### src/rtl/avr_dbus_responder.sv
// Data-bus responder: serves the 0x20-0x5F I/O window from internal registers
// (UART transmitter with TX FIFO, PORTB, PINB) and forwards every other access to SRAM.
module avr_dbus_responder #(
    parameter int unsigned CLK_DIV = 217,
    parameter int unsigned FIFO_AW = 2
) (
    input  logic        clock,
    input  logic        reset,
    input  logic [15:0] address,
    input  logic [7:0]  wb,
    input  logic        w,
    output logic [7:0]  data,
    output logic [15:0] sram_addr,
    output logic [7:0]  sram_wd,
    output logic        sram_we,
    input  logic [7:0]  sram_q,
    output logic [7:0]  port_out,
    input  logic [7:0]  pin_in,
    output logic        uart_tx,
    output logic        irq_udre
);
    localparam int unsigned DEPTH = 1 << FIFO_AW;

    typedef logic [FIFO_AW-1:0] ptr_t;
    typedef logic [FIFO_AW:0]   cnt_t;

    localparam cnt_t        DEPTH_C     = cnt_t'(DEPTH);
    localparam logic [15:0] BAUD_RELOAD = 16'(CLK_DIV - 1);
    localparam logic [15:0] A_UCR       = 16'h002A;
    localparam logic [15:0] A_USR       = 16'h002B;
    localparam logic [15:0] A_UDR       = 16'h002C;
    localparam logic [15:0] A_PINB      = 16'h0036;
    localparam logic [15:0] A_PORTB     = 16'h0038;

    typedef enum logic [1:0] {
        ST_IDLE  = 2'd0,
        ST_START = 2'd1,
        ST_DATA  = 2'd2,
        ST_STOP  = 2'd3
    } tx_state_t;

    tx_state_t   state_q;
    logic [15:0] baud_q;
    logic [2:0]  bit_cnt_q;
    logic [7:0]  shift_q;
    logic        tx_q;
    logic [7:0]  fifo_mem_q [DEPTH];
    ptr_t        wr_ptr_q;
    ptr_t        rd_ptr_q;
    cnt_t        count_q;
    cnt_t        count_d;
    logic        ovf_q;
    logic        txc_q;
    logic        udrie_q;
    logic [7:0]  port_q;
    logic [7:0]  pin_s1_q;
    logic [7:0]  pin_s2_q;
    logic        io_sel_q;
    logic [7:0]  io_q;
    logic [7:0]  io_d;

    logic in_win_s, wr_io_s, udre_s, fifo_ne_s, baud_end_s;
    logic pop_s, push_req_s, push_s, txc_set_s;

    assign in_win_s   = (address >= 16'h0020) && (address <= 16'h005F);
    assign wr_io_s    = w && in_win_s;
    assign udre_s     = count_q < DEPTH_C;
    assign fifo_ne_s  = count_q != cnt_t'(0);
    assign baud_end_s = baud_q == 16'd0;
    // A STOP-end pop frees a slot before the same-cycle push is judged.
    assign pop_s      = fifo_ne_s && ((state_q == ST_IDLE) || ((state_q == ST_STOP) && baud_end_s));
    assign push_req_s = wr_io_s && (address == A_UDR);
    assign push_s     = push_req_s && (udre_s || pop_s);
    assign txc_set_s  = (state_q == ST_STOP) && baud_end_s && !fifo_ne_s;

    assign sram_addr = address;
    assign sram_wd   = wb;
    assign sram_we   = w && !in_win_s;
    assign data      = io_sel_q ? io_q : sram_q;
    assign port_out  = port_q;
    assign uart_tx   = tx_q;
    assign irq_udre  = udre_s && udrie_q;

    // I/O read decode and FIFO occupancy update.
    always_comb begin
        io_d    = 8'h00;
        count_d = count_q;
        case (address)
            A_USR:   io_d = {1'b0, txc_q, udre_s, 4'b0000, ovf_q};
            A_UCR:   io_d = {2'b00, udrie_q, 5'b00000};
            A_PORTB: io_d = port_q;
            A_PINB:  io_d = pin_s2_q;
            default: io_d = 8'h00;
        endcase
        case ({push_s, pop_s})
            2'b10:   count_d = count_q + cnt_t'(1);
            2'b01:   count_d = count_q - cnt_t'(1);
            default: count_d = count_q;
        endcase
    end

    // All state: bus registers, FIFO, status flags and the TX frame FSM.
    always_ff @(posedge clock) begin
        if (reset) begin
            state_q   <= ST_IDLE;
            baud_q    <= 16'd0;
            bit_cnt_q <= 3'd0;
            shift_q   <= 8'h00;
            tx_q      <= 1'b1;
            wr_ptr_q  <= ptr_t'(0);
            rd_ptr_q  <= ptr_t'(0);
            count_q   <= cnt_t'(0);
            ovf_q     <= 1'b0;
            txc_q     <= 1'b0;
            udrie_q   <= 1'b0;
            port_q    <= 8'h00;
            pin_s1_q  <= 8'h00;
            pin_s2_q  <= 8'h00;
            // io_sel resets high so data reads 0x00 regardless of sram_q.
            io_sel_q  <= 1'b1;
            io_q      <= 8'h00;
        end else begin
            pin_s1_q <= pin_in;
            pin_s2_q <= pin_s1_q;
            io_sel_q <= in_win_s;
            io_q     <= in_win_s ? io_d : 8'h00;
            count_q  <= count_d;

            if (wr_io_s && (address == A_PORTB)) port_q <= wb;
            if (wr_io_s && (address == A_UCR))   udrie_q <= wb[5];

            if (push_s) begin
                fifo_mem_q[wr_ptr_q] <= wb;
                wr_ptr_q             <= wr_ptr_q + ptr_t'(1);
            end
            if (pop_s) rd_ptr_q <= rd_ptr_q + ptr_t'(1);

            if (push_req_s && !push_s)                      ovf_q <= 1'b1;
            else if (wr_io_s && (address == A_USR) && wb[0]) ovf_q <= 1'b0;

            if (txc_set_s)                                  txc_q <= 1'b1;
            else if (wr_io_s && (address == A_USR) && wb[6]) txc_q <= 1'b0;

            case (state_q)
                ST_IDLE: begin
                    tx_q <= 1'b1;
                    if (pop_s) begin
                        shift_q <= fifo_mem_q[rd_ptr_q];
                        tx_q    <= 1'b0;
                        baud_q  <= BAUD_RELOAD;
                        state_q <= ST_START;
                    end
                end
                ST_START: begin
                    if (baud_end_s) begin
                        tx_q      <= shift_q[0];
                        shift_q   <= {1'b0, shift_q[7:1]};
                        baud_q    <= BAUD_RELOAD;
                        bit_cnt_q <= 3'd0;
                        state_q   <= ST_DATA;
                    end else begin
                        baud_q <= baud_q - 16'd1;
                    end
                end
                ST_DATA: begin
                    if (baud_end_s) begin
                        baud_q <= BAUD_RELOAD;
                        if (bit_cnt_q == 3'd7) begin
                            tx_q    <= 1'b1;
                            state_q <= ST_STOP;
                        end else begin
                            tx_q      <= shift_q[0];
                            shift_q   <= {1'b0, shift_q[7:1]};
                            bit_cnt_q <= bit_cnt_q + 3'd1;
                        end
                    end else begin
                        baud_q <= baud_q - 16'd1;
                    end
                end
                ST_STOP: begin
                    if (baud_end_s) begin
                        if (pop_s) begin
                            shift_q <= fifo_mem_q[rd_ptr_q];
                            tx_q    <= 1'b0;
                            baud_q  <= BAUD_RELOAD;
                            state_q <= ST_START;
                        end else begin
                            state_q <= ST_IDLE;
                        end
                    end else begin
                        baud_q <= baud_q - 16'd1;
                    end
                end
                default: begin
                    tx_q    <= 1'b1;
                    state_q <= ST_IDLE;
                end
            endcase
        end
    end
endmodule

### config.mk
export PLATFORM = sky130hd
export DESIGN_NAME = avr_dbus_responder
export DESIGN_NICKNAME = d
export VERILOG_FILES = /design/src/rtl/avr_dbus_responder.sv
export SDC_FILE = /design/constraint.sdc
export NUM_CORES = 1
export LEC_CHECK = 0
export ABC_AREA = 1
export BUFFER_PORTS_ARGS = -buffer_cell sky130_fd_sc_hd__buf_2
export CAP_MARGIN = 15
export CORE_UTILIZATION = 51
export CTS_CLUSTER_SIZE = 20
export DETAILED_ROUTE_END_ITERATION = 10
export PLACE_DENSITY_LB_ADDON = 0.1
export SLEW_MARGIN = 10
export SYNTH_ARGS = -nofsm -noshare
export SYNTH_HDL_FRONTEND = slang
export SYNTH_SLANG_ARGS = --single-unit
### constraint.sdc
create_clock -name clock -period 2.3 [get_ports clock]
set_clock_uncertainty 0.15 [all_clocks]
set_input_delay 0.115 -clock clock [delete_from_list [all_inputs] [get_ports clock]]
set_output_delay 0.115 -clock clock [all_outputs]
set_load 0.01 [all_outputs]
# Word-level counts from Yosys, hierarchy flattened
# Memories as Yosys holds them, arrays and structs flattened. A register that Yosys moved wholly into a read port is not among the register bits.
# Index checks and enable logic that the tools add are counted.
[word_totals]
ramBits = 32
inputBits = 43
reg_bits = 73
memories = 1
output_inout_bits = 43
[mem_list]
columns = ["name", "depth", "width", "read_ports", "rd_ports_with_merged_regs", "write_ports", "line_no", "text"]
rows = [
  ["fifo_mem_q", 4, 8, 1, 1, 1, "47", "logic [7:0] fifo_mem_q [DEPTH];"],
]
[classes]
n_bitwise = 1
n_mux = 40
addsub = 6
reduce_logical = 33
order_cmp = 3
n_eq_ne = 18
[op_table]
columns = ["cell", "count"]
rows = [
  ["== test 16 x 6 -> 1 bit, second input constant", 5],
  ["case mux 8 bit (4 select lines)", 2],
  ["two-way mux 16 bit", 3],
  ["two-way mux 8 bit", 6],
  ["case mux 16 bit (3 select lines)", 1],
  ["greater-or-equal comparator 16 x 6 -> 1 bit, second input constant", 1],
  ["<= comparator 16 x 7 -> 1 bit, second input constant", 1],
  ["logical NOT 16 bit", 1],
  ["subtractor 16 x 1 -> 16 bit, second input constant", 1],
  ["logical AND 1 bit", 15],
  ["two-way mux 1 bit", 14],
  ["two-way mux 2 bit", 7],
  ["!= test 2 bit, second input constant", 7],
  ["case mux 3 bit (2 select lines)", 2],
  ["AND reduction 4 bit", 3],
  ["two-way mux 3 bit", 3],
  ["case mux 2 bit (4 select lines)", 1],
  ["nonzero test 2 bit", 4],
  ["adder 3 x 1 -> 3 bit, second input constant", 2],
  ["== test 2 bit, second input constant", 3],
  ["AND reduction 5 bit", 1],
  ["adder 2 x 1 -> 2 bit, second input constant", 2],
  ["== test 2 x 1 -> 1 bit, second input constant", 2],
  ["case mux 1 bit (4 select lines)", 1],
  ["other kinds (9)", 13],
]

# Logic depth before layout (Yosys ltp)
[depth]
word_depth = 9
depth_mapped = 16

# Worst setup path after synthesis
# OpenSTA, ideal clock, no wires.
[synth_timing]
path_kind = "register -> register"
start = "reg baud_q[0]"
end = "reg count_q[2]"
n_path_buf = 0
arrival_ns = 2.134
setup_slack_ns = -0.106
path_stages_with_launch = 16
path_cell_list = "dfxtp_1 > inv_1 > ha_1 > nand2_2 > nor2_4 > nand3_4 > nand2_2 > nand2_4 > inv_2 > ha_1 > inv_1 > fa_1 > a21oi_1 > o21ai_0 > o21ai_0 > a21oi_1"
[synth_between]
elab_chain_cells = 8
[synth_lines]
columns = ["item", "line_no", "text"]
rows = [
  ["from (decl)", "43", "logic [15:0] baud_q;"],
  ["from (signal assigned)", "162", "baud_q <= baud_q - 16'd1;"],
  ["from (signal assigned)", "177", "baud_q <= baud_q - 16'd1;"],
  ["from (signal assigned)", "191", "baud_q <= baud_q - 16'd1;"],
  ["logical NOT 16 bit *", "69", "assign baud_end_s = baud_q == 16'd0;"],
  ["logical AND 1 bit *", "71", "assign pop_s = fifo_ne_s && ((state_q == ST_IDLE) || ((state_q == ST_STOP) && baud_end_s));"],
  ["logical OR 1 bit *", "71", ""],
  ["logical AND 1 bit *", "71", ""],
  ["via pop_s", "63", "logic pop_s, push_req_s, push_s, txc_set_s;"],
  ["logical OR 1 bit", "73", "assign push_s = push_req_s && (udre_s || pop_s);"],
  ["logical AND 1 bit", "73", ""],
  ["== test 2 x 1 -> 1 bit / == test 2 bit (equally long branches)", "95", "case ({push_s, pop_s})"],
  ["case mux 3 bit (2 select lines) / nonzero test 2 bit (equally long branches)", "-", ""],
  ["to (signal assigned)", "112", "count_q <= cnt_t'(0);"],
  ["to (signal assigned)", "127", "count_q <= count_d;"],
  ["to (decl)", "50", "cnt_t count_q;"],
]
# The timed path passes the listed nets; every way through them passes the cells marked *.
# A chain may end at the register's enable or synchronous reset.

# Final worst setup path
# Same ends and word-level chain as after synthesis.

==> metrics.md <==
| Metric | Value |
|---|---|
| Mapped Cells | `644` |
| Worst Hold Launch | `address[6]` |
| WS Path Type | `reg -> reg` |
| Prevailing post-synth register cell | `dfxtp_1` |
| Routed wl met3 | `406 um` |
| Ys Warns | `0` |
| ANT nets after route | `0` |
| Layout cell share with drive strength beyond 1 | `0.2859` |
| Final core occ | `0.6398` |
| Die width | `104.3 um` |
| Total gr overflow | `0` |
| Status | `finished, final reports clean` |
| Clk root buf | `clkbuf_8` |
| Pre-antenna DRT Iters | `4` |
| Crit-path max FO | `5` |
| Most common cell after layout, fill and taps aside | `nor2_1` |
| Pin count of the biggest net entering global routing | `38` |
| I/O Pins | `86` |
| Residual DRC | `0` |
| Largest stage delay, worst path | `380 ps` |
| Lkg Pwr | `2.774 nW` |
| Worst Setup SP | `baud_q[0]` |
| VDD IR max | `0.6157 mV` |
| Core area | `9955 sq um` |
| Most frequent CP cell | `nand2_4` |
| Synthesis-stage register bit count | `107` |
| CP cell instances | `inv_2 -> ha_4 -> nand2_4 -> nor2_4 -> nand3_4 -> nand2_4 -> nand2_4 -> inv_4 -> ha_4 -> inv_4 -> fa_2 -> a21oi_2 -> o21ai_2 -> o21ai_1 -> a21oi_1` |
| Gr usage total | `0.2175` |
| Total Wirelength | `11.45 mm` |
| Vias in the first global route | `4111` |
| Row count | `36` |
| Syn nets | `701` |
| Via density | `5.034` |
| Async SR Flop Fraction | `0` |
| CTS Sinks | `107` |
| CP max stage cell | `fa_2` |
| Initial Utilization | `0.5361` |
| Antenna violations before repair | `0` |
| Post-Place Cells | `845` |
| Post-synth design cell area | `5336 sq um` |
| Hold Vio Cnt, Final | `0` |
| Worst skew pair latency | `390 ps` |
| Metal2 WL | `5.674 mm` |
| Antenna diodes | `0` |
| Vias | `4455` |
| Commonest cells after routing, fill and taps aside | `nor2_1, buf_2, nand2_1, dfxtp_1, inv_1` |
| Type of the most critical hold path | `in -> reg` |
| CTS tree | `done` |
| Synth unique cells | `43` |
| CTS max path bufs | `2` |
| Sequential share of the synthesized area | `0.4614` |
| RR Startpoint | `baud_q[0]` |
| Dpl hpwl | `8.039 mm` |
| Clock transition at the registers of the reported paths | `110 ps` |
| Layout Cells excl Fill | `885` |
| Tmin final | `2298 ps` |
| Setup violators final | `0` |
| Power Dens Cells | `1162 nW/um^2` |
| Setup crit end kind | `flip-flop` |
| Final worst-path cycle share | `0.9993` |
| DIE AREA | `10880 sq um` |
| Startpoint Class | `flip-flop` |
| Worst Max-Slew Pin Slew | `466.5 ps` |
| Fmax | `435.1 MHz` |
| Drt initial violations | `187` |
| Worst hold slack | `24.19 ps` |
| RSZ-0062 raised after global routing | `yes` |
| First-pass GRT wire length | `18.88 mm` |
| Worst EP required | `2430 ps` |
| # port buffers | `85` |
| Nets | `804` |
| Die height | `104.3 um` |
| CTS Buf Count | `9` |
| Synth-to-layout area growth | `19.34%` |
| TNS Setup | `0 ps` |
| Routed met1 length | `5.141 mm` |
| Number of flops mapped to enable cells by yosys | `32` |
| Post-DR wirelength/cell | `12.94 um` |
| Placer Congestion | `0.8338` |
| Number of max-cap violations | `0` |
| H-tree depth | `3` |
| Top Metal Used | `met4` |
| Final slew viol count | `0` |
| Critical path arrival | `2430 ps` |
| Avg Cell Area, Syn | `8.286 sq um` |
| Rel. slew slack | `0.6881` |
state kept, by name, summed over array words and instances, names as in the netlist, named ones only:
signal and count:
shift_q 8, state_q 2, uart_tx 1, baud_q 16, ovf_q 1, pin_s2_q 8
count_q 3, io_q 8, bit_cnt_q 3, pin_s1_q 8, udrie_q 1, port_out 8
fifo_mem_q 32, wr_ptr_q 2, rd_ptr_q 2, io_sel_q 1, txc_q 1
what timing repair did:
item / CTS / global route
hold buffers: 17 / 0
setup buffers: 0 / 7
pin swaps: 3 / 9
endpoints found under the setup margin: 1 / 2
resized for setup: 14 / 14
endpoints found under the hold margin: 56 / 0
where the power goes:
| group | total, mW | leakage, nW | switching (mW) | internal [mW] |
|---|---|---|---|---|
| Combinational | 3.90 | 1.77 | 2.31 | 1.60 |
| Clock | 1.15 | 0.0983 | 0.719 | 0.431 |
| Sequential | 2.35 | 0.904 | 0.162 | 2.19 |
worst max-delay path, delay by kind of cell (launching register included):
kind                     cells  cell delay [ps]
adder cells (fa/ha/maj)      3              660
AND/OR/NAND/NOR              5              430
AO/OA/AOI/OAI                4              420
flip-flops                   1              350
buffers and inverters        3              180
synthesized netlist by cell type (all sizes together), types with 7 or more instances:
| cell | number | share of area |
|---|---|---|
| mux2 | 8 | 0.017 |
| dfxtp | 75 | 0.28 |
| nor3 | 12 | 0.013 |
| mux2i | 7 | 0.013 |
| nand4 | 10 | 0.012 |
| a21oi | 49 | 0.054 |
| inv | 71 | 0.050 |
| nor2 | 117 | 0.092 |
| ha | 13 | 0.030 |
| o21ai | 46 | 0.044 |
| clkbuf | 12 | 0.0084 |
| xor2 | 7 | 0.011 |
| edfxtp | 32 | 0.18 |
| nand2 | 89 | 0.069 |
| nand3 | 42 | 0.046 |
| buf | 35 | 0.049 |
final timing paths:
kind	to	slack, ps	cells past startpoint
min reg2reg	pin_s2_q[6]	260	2
max	count_q[2]	2	15
min	io_sel_q	20	5
max reg2reg	count_q[2]	2	15
cell families (layout without fill, tap and decap cells):
logic type / count (synthesis) / after routing / share of synthesized area
simple gates: 277 / 277 / 0.2415
buf+inv: 118 / 226 / 0.1076
flops: 107 / 107 / 0.4614
compound gates: 105 / 105 / 0.1121
mux: 15 / 15 / 0.03001
fa+ha+maj: 14 / 14 / 0.03423
xor+xnor: 8 / 8 / 0.01313
routing by layer:
layer / global-route usage / up-vias
met1: 0.2708 / 2041
li1: - / 2290
met2: 0.3761 / 97
met5: 0 / -
met3: 0.03947 / 27
met4: 0.07551 / 0
stage by stage:
step	setup slack [ps]	cell area, sq um	power [mW]
3_5_place_dp	-37.54	5873	5.984
5_1_grt	-119.4	6369	7.995
6_report	1.533	6369	7.402
4_1_cts	1.104	6277	7.201
3_3_place_gp	9.615	5873	5.895
2_1_floorplan	2.165	5351	5.195
cell type report:
class / count / area [sq um]
flip-flops and latches: 107 / 2474
multi-input cells: 419 / 2370
well taps: 133 / 166.4
inverters: 71 / 271.5
clock inverters: 7 / 77.57
clock buffers: 9 / 123.9
fillers: 857 / 3586
repair buffers: 139 / 885.9
Power figures use the tool's default switching activity.
